$ cat src/rtl/usb_in_arbiter.sv
// Round-robin arbiter that copies one requester's packet into the shared
// EP1 IN endpoint buffer, commits it, and pulses done back to that requester.
module usb_in_arbiter #(
  parameter int NREQ    = 2,
  parameter int MAX_LEN = 512
) (
  input  logic              clk,
  input  logic              reset_n,
  input  logic [NREQ-1:0]   req,
  input  logic [NREQ*11-1:0] req_len,
  output logic [NREQ-1:0]   grant,
  output logic [10:0]       rd_addr,
  input  logic [NREQ*8-1:0] rd_data,
  output logic [NREQ-1:0]   done,
  output logic [10:0]       usb_in_addr,
  output logic [7:0]        usb_in_data,
  output logic              usb_in_wren,
  input  logic              usb_in_ready,
  output logic              usb_in_commit,
  output logic [10:0]       usb_in_commit_len,
  input  logic              usb_in_commit_ack
);
  localparam int IW = (NREQ > 1) ? $clog2(NREQ) : 1;
  localparam logic [10:0]   MAX_LEN_W = 11'(MAX_LEN);
  localparam logic [IW-1:0] LAST_RST  = IW'(NREQ - 1);

  typedef enum logic [1:0] {
    S_IDLE,
    S_COPY,
    S_COMMIT,
    S_ACK_LOW
  } state_t;

  state_t          r_state;
  logic [NREQ-1:0] r_grant;
  logic [NREQ-1:0] r_done;
  logic [IW-1:0]   r_last;
  logic [10:0]     r_len;
  logic [10:0]     r_rd_addr;
  logic [10:0]     r_wr_addr;
  logic [10:0]     r_commit_len;
  logic            r_rd_pend;
  logic            r_wren;
  logic            r_commit;

  logic            w_found;
  logic [IW-1:0]   w_win;
  logic [NREQ-1:0] w_onehot;
  logic [10:0]     w_req_len;
  logic [10:0]     w_len;
  logic [7:0]      w_rd_byte;

  // Two ascending passes: first the indices above r_last, then wrap to 0..r_last.
  always_comb begin
    w_found = 1'b0;
    w_win   = '0;
    for (int unsigned j = 0; j < NREQ; j++) begin
      if (!w_found && req[j] && (j > 32'(r_last))) begin
        w_found = 1'b1;
        w_win   = IW'(j);
      end
    end
    for (int unsigned j = 0; j < NREQ; j++) begin
      if (!w_found && req[j] && (j <= 32'(r_last))) begin
        w_found = 1'b1;
        w_win   = IW'(j);
      end
    end
  end

  always_comb begin
    w_onehot  = '0;
    w_req_len = '0;
    w_rd_byte = '0;
    for (int unsigned i = 0; i < NREQ; i++) begin
      w_onehot[i] = (w_win == IW'(i));
      if (w_win == IW'(i)) w_req_len = req_len[11*i +: 11];
      if (r_grant[i])      w_rd_byte = rd_data[8*i +: 8];
    end
    w_len = (w_req_len > MAX_LEN_W) ? MAX_LEN_W : w_req_len;
  end

  always_ff @(posedge clk) begin
    if (!reset_n) begin
      r_state      <= S_IDLE;
      r_grant      <= '0;
      r_done       <= '0;
      r_last       <= LAST_RST;
      r_len        <= '0;
      r_rd_addr    <= '0;
      r_wr_addr    <= '0;
      r_commit_len <= '0;
      r_rd_pend    <= 1'b0;
      r_wren       <= 1'b0;
      r_commit     <= 1'b0;
    end else begin
      r_done <= '0;
      case (r_state)
        S_IDLE: begin
          // Skip the done cycle so a requester still holding req is not re-served.
          if (usb_in_ready && (req != '0) && (r_done == '0)) begin
            r_grant   <= w_onehot;
            r_last    <= w_win;
            r_len     <= w_len;
            r_rd_addr <= '0;
            r_rd_pend <= (w_len != '0);
            r_state   <= S_COPY;
          end
        end
        S_COPY: begin
          r_wren    <= r_rd_pend;
          r_wr_addr <= r_rd_addr;
          if (r_rd_pend) begin
            if (r_rd_addr == r_len - 11'd1) r_rd_pend <= 1'b0;
            else                            r_rd_addr <= r_rd_addr + 11'd1;
          end else begin
            r_commit     <= 1'b1;
            r_commit_len <= r_len;
            r_state      <= S_COMMIT;
          end
        end
        S_COMMIT: begin
          if (usb_in_commit_ack) begin
            r_commit <= 1'b0;
            r_state  <= S_ACK_LOW;
          end
        end
        S_ACK_LOW: begin
          if (!usb_in_commit_ack) begin
            r_done  <= r_grant;
            r_grant <= '0;
            r_state <= S_IDLE;
          end
        end
        default: r_state <= S_IDLE;
      endcase
    end
  end

  // Requester buffers return data one cycle after rd_addr, aligned with r_wr_addr.
  assign usb_in_data       = r_wren ? w_rd_byte : '0;
  assign grant             = r_grant;
  assign done              = r_done;
  assign rd_addr           = r_rd_addr;
  assign usb_in_addr       = r_wr_addr;
  assign usb_in_wren       = r_wren;
  assign usb_in_commit     = r_commit;
  assign usb_in_commit_len = r_commit_len;

endmodule

$ cat config.mk
export PLATFORM = sky130hd
export DESIGN_NAME = usb_in_arbiter
export DESIGN_NICKNAME = d
export VERILOG_FILES = /design/src/rtl/usb_in_arbiter.sv
export SDC_FILE = /design/constraint.sdc
export NUM_CORES = 1
export LEC_CHECK = 0
export BUFFER_PORTS_ARGS = -buffer_cell sky130_fd_sc_hd__buf_2
export CAP_MARGIN = 30
export CORE_ASPECT_RATIO = 0.8
export CORE_MARGIN = 2
export CORE_UTILIZATION = 50
export DETAILED_ROUTE_END_ITERATION = 10
export PLACE_DENSITY = 0.85
export SYNTH_ARGS = -nofsm -noshare
export SYNTH_HDL_FRONTEND = slang
export SYNTH_SLANG_ARGS = --single-unit
$ cat constraint.sdc
create_clock -name clk -period 5.1 [get_ports clk]
set_input_delay 0.51 -clock clk [delete_from_list [all_inputs] [get_ports clk]]
set_output_delay 0.51 -clock clk [all_outputs]
set_load 0.02 [all_outputs]
==> flow_summary.ini, run 1 <==
[cts]
cts_hold_buf = 0
cts_buffers = 5
cts_sinks = 54
cts_tree = done
clock_path_buffers = 2
clk_latency_ns = 0.31
h-tree-depth = 2
post_cts_buffers = 0
clockRootBuffer = clkbuf_8
path_clk_slew_ns = 0.10
cts-resized-gates = 0

[status]
outcome = finished, final reports clean

[floorplanning]
die_area_mm2 = 0.00654
core_area_mm2 = 0.00582
initial_core_util_pct = 50.8
fp.dieH_um = 72.7
die_x_um = 89.9
io-pin-count = 91
num_rows = 25

[global_route]
overflow = 0
grt_max_degree = 50
grtUsageTotal_pct = 21.1
grt_pass1_vias = 2443
grt_first_pass_wirelength_um = 11300
antenna_found_initial = 0

[logic_synthesis]
syn-instance-count = 346
synth_simple_gate_area_share_pct = 25.3
synth-edff-count = 0
synth_mux_area_share_pct = 7.46
synth_compound_area_share_pct = 19.4
synth_cell_type_count = 55
synthesis.area_mm2 = 0.00295
synth_ff_type = dfxtp_1
syn_nets = 396
ys_seq_area_share_pct = 36.6
synth_xor_area_share_pct = 4.15
synth-adder-area-share_pct = 2.54
netlist_top_cells_area = dfxtp_1, mux2i_1, nor2b_1
syn_avg_cell_area_um2 = 8.53
synth_top_family_by_area = simple AND/OR/NAND/NOR gates
synthDominantCellAreaShare_pct = 36.6
ys_ff_latch = 54
synth_warnings = 0
synth_top_area_cell = dfxtp_1
ys_async_sr_fraction_pct = 0

[layout]
drive_gt1_share_pct = 25.1
n_antenna_cell = 0
stdcell_count = 504
layout.nets = 472
area_growth_syn_to_layout_pct = 19.8
final.fill_count = 550

[critical_path]
worstSetupStartpointType = flop
crit_slowest_cell = or4b_4
r2r_slack_ns = 2.42
worstPathCellList = inv_1, ha_1, or4b_4, o21ai_1, a21oi_1, o2111ai_2, o21ai_2, or4_1, a21oi_1
cp.depth = 9
reg2reg_depth = 9
crit_top_cell = a21oi_1
crit_path_end = rd_addr[7]
r2r-end = rd_addr[7]
required_ns = 5.33
cpLargestDelayFamily = simple AND/OR/NAND/NOR gates
end_kind = flop
crit_start = r_len[0]
critical_path_arrival_ns = 2.91
worst-setup-path-type = flop to flop
r2r_start = r_len[0]
crit_fanout = 12
crit_path_max_incr_delay_ns = 0.51
crit_buf_inv = 1

[detailed_routing]
drt_first_pass_iters = 4
num_vias = 2694
drt_iter0_markers = 115
routed_wl_um = 6750
drcViolationCount = 0
viasPerCell = 5.35
wire_per_inst_um = 13.4
ant_nets = 0

[pwr]
p_leak_nw = 1.49
ir_drop_v = 0.000221
p_per_area_mw_per_mm2 = 334
total_power_mw = 1.18

[sta]
slew_viol_final = 0
min_period_ns = 2.68
slew_headroom_pct = 36.6
fin_skew_ns = 0.00856
fin_crit_sh_pct = 52.6
setup_violations = 0
report.final.hold_viol_count = 0
rsz0062_at_grt = false
worstMarginPinSlew_ns = 0.940
final.setup.tns_ns = 0
fmax_ghz = 0.373

[placed_design]
numPortBuffers = 90
dp_hpwl_um = 4990
gp_congestion = 0.851
placedCellCount = 495

[min_path]
hold_class = flop to flop

[flow_run]
drv_cap = 0
tightest hold or removal path: stages, from the launching register on:
cell      delay, ns
dfxtp_1        0.31
nand2_1        0.04
a21boi_0       0.06
cells in the mapped netlist (3+ instances only):
cell type,number
inv_1,8
ha_1,6
xor2_1,4
clkbuf_1,16
or3_1,4
nand3_1,6
nand2_1,43
a22oi_1,9
nor2_1,11
o31ai_1,4
nor3_1,4
dfxtp_1,54
o211ai_1,3
xnor2_1,10
nor2b_1,29
nand4_1,4
nor3b_1,3
or4_1,4
nand2b_1,5
a21oi_1,12
and2_1,10
o21ai_0,19
mux2i_1,22
buf_2,3
a21boi_0,12
registers in the layout, indices dropped and copies added (netlist names):
register	cells
done	2
r_rd_pend	1
r_last	1
usb_in_wren	1
r_len	11
usb_in_addr	11
usb_in_commit	1
rd_addr	11
r_state	2
usb_in_commit_len	11
grant	2
how the worst min path moves through the flow:
stage,from,end,slack (ns),cells after the start
finish,usb_in_commit_len[5],usb_in_commit_len[5],0.46,2
global route,usb_in_commit_len[5],usb_in_commit_len[5],0.49,2
CTS,usb_in_commit_len[5],usb_in_commit_len[5],0.47,2
detailed placement,usb_in_commit_len[5],usb_in_commit_len[5],0.45,2
global placement,usb_in_commit_len[5],usb_in_commit_len[5],0.45,2
floorplan,r_last,r_last,0.45,2
kinds of logic after synthesis:
family / Yosys count
AOI/OAI and AO/OA: 82
DFF: 54
muxes: 22
adders and majority gates: 6
and+or+nand+nor: 137
buffers and inverters: 31
xor gates and xnor gates: 14
placed cells by master (no fill, tap or decap), types with 3 or more instances in the layout:
master / Yosys / layout
o21ai_0: 19 / 19
and2_1: 10 / 10
a21boi_0: 12 / 11
nor2_1: 11 / 11
nor2b_1: 29 / 29
o31ai_1: 4 / 4
nand2b_1: 5 / 5
o211ai_1: 3 / 3
a22oi_1: 9 / 9
a21oi_1: 12 / 12
mux2i_1: 22 / 22
nor3b_1: 3 / 3
nand4_1: 4 / 4
dfxtp_1: 54 / 54
buf_2: 3 / 90
clkbuf_8: 0 / 5
xnor2_1: 10 / 10
nor3_1: 4 / 4
or3_1: 4 / 4
ha_1: 6 / 6
nand3_1: 6 / 6
inv_1: 8 / 8
xor2_1: 4 / 4
or4_1: 4 / 4
nand2_1: 43 / 43
metrics by stage:
step                setup slack, ns  util [%]  cell area [um^2]  hold slack [ns]
floorplan                      2.69         -              2950            0.452
global placement               2.35      58.6              3410            0.449
finish                         2.42      60.8              3540            0.461
detailed placement             2.25      58.6              3410            0.455
CTS                            2.43      60.4              3510            0.467
global route                   2.13      60.8              3540            0.489
per-layer routing:
| layer | global-route usage (%) | part of all wire [%] | up-vias |
|---|---|---|---|
| met2 | 33.5 | 45 | 86 |
| li1 | - | - | 1370 |
| met3 | 3.62 | 5.6 | 6 |
| met4 | 6.32 | 1.0 | 0 |
| met1 | 29.8 | 48 | 1232 |
| met5 | 0 | 0 | - |
where the power goes:
| group | total (mW) | internal [mW] | switching [mW] | leakage (nW) |
|---|---|---|---|---|
| Combinational | 0.407 | 0.173 | 0.233 | 0.997 |
| Sequential | 0.490 | 0.451 | 0.0386 | 0.437 |
| Clock | 0.284 | 0.147 | 0.137 | 0.0524 |
final cells by class:
class | instances | area (um^2) | share of cell area (%)
Inverter | 8 | 30.0 | 0.849
Multi-Input combinational cell | 261 | 1740 | 49.1
Clock buffer | 7 | 76.3 | 2.16
Clock inverter | 1 | 30.0 | 0.849
Sequential cell | 54 | 1080 | 30.6
Tap cell | 81 | 101 | 2.86
Timing Repair Buffer | 92 | 483 | 13.6
Note: power is estimated with default switching activity, not from simulation.
==> inputs of run 2 (changes only) <==
--- a/config.mk
+++ b/config.mk
@@ -5,13 +5,14 @@
 export SDC_FILE = /design/constraint.sdc
 export NUM_CORES = 1
 export LEC_CHECK = 0
+export ABC_AREA = 1
 export BUFFER_PORTS_ARGS = -buffer_cell sky130_fd_sc_hd__buf_2
 export CAP_MARGIN = 30
 export CORE_ASPECT_RATIO = 0.8
 export CORE_MARGIN = 2
 export CORE_UTILIZATION = 50
 export DETAILED_ROUTE_END_ITERATION = 10
-export PLACE_DENSITY = 0.85
+export PLACE_DENSITY = 0.84
 export SYNTH_ARGS = -nofsm -noshare
 export SYNTH_HDL_FRONTEND = slang
 export SYNTH_SLANG_ARGS = --single-unit
==> constraint.sdc (replaced) <==
create_clock -name clk -period 2.7 [get_ports clk]
set_input_delay 0.27 -clock clk [delete_from_list [all_inputs] [get_ports clk]]
set_output_delay 0.27 -clock clk [all_outputs]
set_load 0.02 [all_outputs]
==> run 2 against run 1 <==
Net effect: critical endpoint is now rd_addr[3]; non-clock buffer count rose by 2; synthesized cell count is 39% higher; flip-flop and latch count is the same; fmax increased by 18%.
==> flow_summary.ini, run 2 <==
[logic_synthesis]
synthesis.area_mm2 = 0.00314
synth_ff_type = dfxtp_1
netlist_top_cells_area = dfxtp_1, nand2_1, a21oi_1
syn_avg_cell_area_um2 = 6.52
ys_ff_latch = 54
synth_warnings = 0
syn-instance-count = 482
synth-edff-count = 0
synth_top_area_cell = dfxtp_1
synth_common_cells = nand2_1, inv_1, dfxtp_1
synthDominantCellAreaShare_pct = 34.4
synth_cell_type_count = 32
synth.most_common_cell = nand2_1
ys_seq_area_share_pct = 34.4
ys_async_sr_fraction_pct = 0
syn_nets = 532

[layout]
fin_util_pct = 62.0
layout_common_cells = nand2_1, buf_2, inv_1
area_growth_syn_to_layout_pct = 18.5
final_common_cell = nand2_1
seqCellArea_mm2 = 0.00108
final.fill_count = 562
layout.nets = 615
n_antenna_cell = 0
drive_gt1_share_pct = 20.7
multi_input_area_mm2 = 0.00174
fin_area_mm2 = 0.00372

[critical_path]
end_kind = flop
crit_top_cell = nand2_1
r2r_slack_ns = 0.43
required_ns = 2.92
crit_buf_inv = 2
worstSetupStartpointType = flop
critical_path_arrival_ns = 2.49
reg2reg_depth = 14
crit_fanout = 11
worstPathCellList = inv_2, ha_1, nand2_4, nor2_4, nand2_1, nand2_1, nand2_1, inv_1, nand2_1, nor2_2, nand3_2, nand3_2, nand2_1, a21oi_1
cpLargestDelayFamily = simple AND/OR/NAND/NOR gates
crit_path_max_incr_delay_ns = 0.35
worst-setup-path-type = flop to flop
r2r_start = r_len[0]
crit_slowest_cell = ha_1
r2r-end = rd_addr[3]

[global_route]
grt_pass1_vias = 3221
antenna_found_initial = 0
grtUsageTotal_pct = 26.1
overflow = 0
grt_max_degree = 34
grt_first_pass_wirelength_um = 14600

[detailed_routing]
num_vias = 3457
viasPerCell = 5.34
ant_nets = 0
routed_wl_um = 8710
drt_first_pass_iters = 6
drcViolationCount = 0
wire_per_inst_um = 13.5
drt_iter0_markers = 401

[sta]
hold_ws_ns = 0.288
min_period_ns = 2.27
slew_viol_final = 0
setup_violations = 0
slew_headroom_pct = 61.4
fin_skew_ns = 0.00593
report.final.hold_viol_count = 0
fmax_ghz = 0.441
fin_crit_sh_pct = 84.0
worstMarginPinSlew_ns = 0.575
final.setup.tns_ns = 0
rsz0062_at_grt = false

[floorplanning]
die_area_mm2 = 0.00694
initial_core_util_pct = 52.3
io-pin-count = 91
num_rows = 25
die_x_um = 92.6
fp.dieH_um = 74.9
core_area_mm2 = 0.00601

[min_path]
hold_start = usb_in_commit_ack
min_to = done[1]
hold_class = input port to flop
hold_depth = 4

[cts]
cts-resized-gates = 0
clk_latency_ns = 0.31
clockRootBuffer = clkbuf_8
h-tree-depth = 2
cts_buffers = 5
cts_sinks = 54
path_clk_slew_ns = 0.10
cts_tree = done
clock_path_buffers = 2
cts_hold_buf = 0
post_cts_buffers = 0

[placed_design]
placed_area_mm2 = 0.00363
dp_hpwl_um = 6680
gp_congestion = 0.937
numPortBuffers = 90

[pwr]
p_per_area_mw_per_mm2 = 942
p_leak_nw = 1.81
ir_drop_v = 0.000545
total_power_mw = 3.51

[flow_run]
drv_cap = 0

[status]
outcome = finished, final reports clean
==> run 2: changes by cell type in the layout (fill, tap and decap cells not counted), sizes merged, moves of 10 or more <==
cell | previous run | this run
nor2 | 11 | 58
o21ai | 22 | 41
nand3 | 6 | 31
mux2i | 22 | 0
and2 | 10 | 0
nand4 | 4 | 14
inv | 8 | 59
a21boi | 12 | 0
nand2 | 43 | 111
nor2b | 29 | 0
a21oi | 12 | 52
==> run 2: power breakdown <==
group          switching [mW]  internal (mW)  total, mW  leakage [nW]
Sequential              0.180           1.02       1.20         0.442
Clock                   0.260          0.208      0.467        0.0482
Combinational            1.25          0.593       1.84          1.32
Total                    1.69           1.82       3.51          1.81
==> run 2: worst max path at each step <==
| stage | start | end | slack, ns | cells past startpoint |
|---|---|---|---|---|
| after global routing | r_len[0] | rd_addr[3] | 0.16 | 14 |
| after CTS | r_len[0] | rd_addr[10] | 0.47 | 12 |
| after floorplan | r_len[0] | rd_addr[1] | 0.87 | 13 |
| after detailed placement | r_len[0] | rd_addr[1] | 0.48 | 13 |
| after global placement | r_len[0] | rd_addr[1] | 0.59 | 13 |
| final | r_len[0] | rd_addr[3] | 0.43 | 14 |
==> run 2: cell families after synthesis <==
group	synth area share [%]
flops	34.4
simple gates	32.6
buf+inv	10.2
compound gates	17.9
fa+ha+maj	2.39
xor+xnor	2.51
==> run 2: final cells by class <==
type / count / share of cell area [%]
Clock inverter: 1 / 0.134
Multi-Input combinational cell: 349 / 46.7
Tap cell: 81 / 2.72
Clock buffer: 7 / 2.32
Inverter: 61 / 6.15
Sequential cell: 54 / 29.0
Timing Repair Buffer: 94 / 12.9
==> run 2: routing by layer <==
metal	vias to the layer above	GRT usage (%)	part of all wire [%]
met3	15	4.60	7.9
met1	1544	35.9	45
met4	0	8.50	1.5
met5	-	0	0
li1	1743	-	-
met2	155	42.4	45
==> run 2: worst register-to-register path, stage by stage (launching register included) <==
cell and delay, ns:
dfxtp_1 0.34, inv_2 0.15, ha_1 0.35, nand2_4 0.11, nor2_4 0.14, nand2_1 0.06
nand2_1 0.09, nand2_1 0.06, inv_1 0.05, nand2_1 0.07, nor2_2 0.09, nand3_2 0.21
nand3_2 0.26, nand2_1 0.08, a21oi_1 0.14
==> run 2: through the flow <==
step                      instances  setup WS, ns
after detailed placement        639         0.482
after global routing            647         0.163
after global placement          639         0.585
after CTS                       647         0.471
after floorplan                 482         0.872
final                           647         0.431
==> inputs of run 3 (changes only) <==
--- a/config.mk
+++ b/config.mk
@@ -10,9 +10,9 @@
 export CAP_MARGIN = 30
 export CORE_ASPECT_RATIO = 0.8
 export CORE_MARGIN = 2
-export CORE_UTILIZATION = 50
+export CORE_UTILIZATION = 47
 export DETAILED_ROUTE_END_ITERATION = 10
-export PLACE_DENSITY = 0.84
+export PLACE_DENSITY = 0.83
 export SYNTH_ARGS = -nofsm -noshare
 export SYNTH_HDL_FRONTEND = slang
 export SYNTH_SLANG_ARGS = --single-unit
==> constraint.sdc (replaced) <==
create_clock -name clk -period 2 [get_ports clk]
set_input_delay 0.2 -clock clk [delete_from_list [all_inputs] [get_ports clk]]
set_output_delay 0.2 -clock clk [all_outputs]
set_load 0.02 [all_outputs]
==> run 3 against run 2 <==
Net effect: flip-flop and latch count unchanged; register-to-register slack got worse by 0.36 ns; die area increased by 6.1%; global-route usage decreased by 0.97 points; power increased by 42%; critical path type unchanged; largest power group unchanged.
==> flow_summary.ini, run 3 (synthesis gave the netlist of run 2 again) <==
[sta]
slew_headroom_pct = 59.5
setup_violations = 0
min_period_ns = 1.93
rsz0062_at_grt = true
fin_skew_ns = 0.0149
final.setup.tns_ns = 0
worstMarginPinSlew_ns = 0.603
report.final.hold_viol_count = 0
fmax_ghz = 0.518
fin_crit_sh_pct = 96.6
slew_viol_final = 0
hold_ws_ns = 0.198
fin_ws_ns = 0.0684

[global_route]
overflow = 0
grt_max_degree = 34
grtUsageTotal_pct = 25.1
grt_pass1_vias = 3185
grt_first_pass_wirelength_um = 14800
antenna_found_initial = 0

[cts]
clock_path_buffers = 2
cts_hold_buf = 0
path_clk_slew_ns = 0.11
clockRootBuffer = clkbuf_8
cts_sinks = 54
h-tree-depth = 2
cts_tree = done
post_cts_buffers = 0
cts_buffers = 5
clk_latency_ns = 0.32

[pwr]
ir_drop_v = 0.000487
p_per_area_mw_per_mm2 = 1290
internal_power_mw = 2.53
seq_power_share_pct = 32.6
clockPowerShare_pct = 13.1
switching_power_mw = 2.46
switching_share_pct = 49.3
p_comb_share_pct = 54.3
p_leak_nw = 1.87

[floorplanning]
core_area_mm2 = 0.00644
fp.dieH_um = 77.1
die_area_mm2 = 0.00736
io-pin-count = 91
initial_core_util_pct = 48.8
die_x_um = 95.4
num_rows = 26

[detailed_routing]
drt_first_pass_iters = 5
drt_iter0_markers = 344
viasPerCell = 5.38
drcViolationCount = 0
num_vias = 3552
routed_wl_um = 9010
wire_per_inst_um = 13.7
ant_nets = 0

[layout]
multi_input_area_mm2 = 0.00182
final_common_cell = nand2_1
layout.nets = 625
layout_common_cells = nand2_1, buf_2, inv_1
area_growth_syn_to_layout_pct = 23.7
final.fill_count = 611
fin_area_mm2 = 0.00389
seqCellArea_mm2 = 0.00109
n_antenna_cell = 0
drive_gt1_share_pct = 24.5

[placed_design]
dp_hpwl_um = 6770
gp_congestion = 0.937
pre_cts_slack_ns = 0.0501
placed_area_mm2 = 0.00369
numPortBuffers = 90

[critical_path]
worstSetupStartpointType = flop
worst-setup-path-type = flop to flop
critical_path_arrival_ns = 2.13
r2r_slack_ns = 0.07
end_kind = flop
required_ns = 2.20
crit_fanout = 7

[flow_run]
drv_cap = 0

[min_path]
hold_class = input port to flop

[status]
outcome = finished, final reports clean
## run 3: metrics by stage
step,std cells,utilization (%),power [mW]
final,660,60.3,5.00
after global routing,660,60.3,5.41
after CTS,657,58.8,4.83
after detailed placement,649,57.3,4.17
after global placement,649,57.3,4.07
after floorplan,482,-,3.42
## run 3: critical path, cell delays in order (launching register included)
cell	delay (ns)
dfxtp_2	0.38
inv_2	0.06
ha_4	0.18
or2_1	0.24
nand3_1	0.09
nand3_1	0.09
nor2_1	0.10
nand2_1	0.09
nor2_2	0.13
nand3_4	0.13
buf_4	0.19
nand4_1	0.07
a21oi_1	0.07
## run 3: final timing paths
kind | from | to | cells past startpoint
max | r_len[1] | rd_addr[3] | 12
min | usb_in_commit_ack | done[0] | 4
max reg2reg | r_len[1] | rd_addr[3] | 12
min reg2reg | usb_in_commit | usb_in_commit | 2
## run 3: area by class of cell
class	count	area share, %
inverters	61	5.89
clock inverters	3	0.741
repair buffers	102	14.0
multi-input cells	351	46.9
flip-flops and latches	54	27.9
well taps	84	2.70
clock buffers	5	1.77
## run 3: power by group through the flow
stage	clock, mW	sequential [mW]	combinational [mW]
floorplan	0	1.83	1.59
global placement	0	1.62	2.45
finish	0.654	1.63	2.71
CTS	0.667	1.61	2.55
detailed placement	0	1.63	2.54
global route	0.713	1.67	3.03
## run 3: timing repair
item / CTS / global route
resized for setup: 0 / 23
setup endpoints to repair: 0 / 17
endpoints found under the hold margin: 0 / 0
## run 3: layer usage
| metal | wire (um) | up-vias | GRT usage, % | share of wire, % |
|---|---|---|---|---|
| met5 | 0 | - | 0 | 0 |
| li1 | - | 1768 | - | - |
| met2 | 4000 | 168 | 39.4 | 44 |
| met4 | 168 | 0 | 7.43 | 1.9 |
| met3 | 755 | 19 | 4.42 | 8.4 |
| met1 | 4080 | 1597 | 35.1 | 45 |
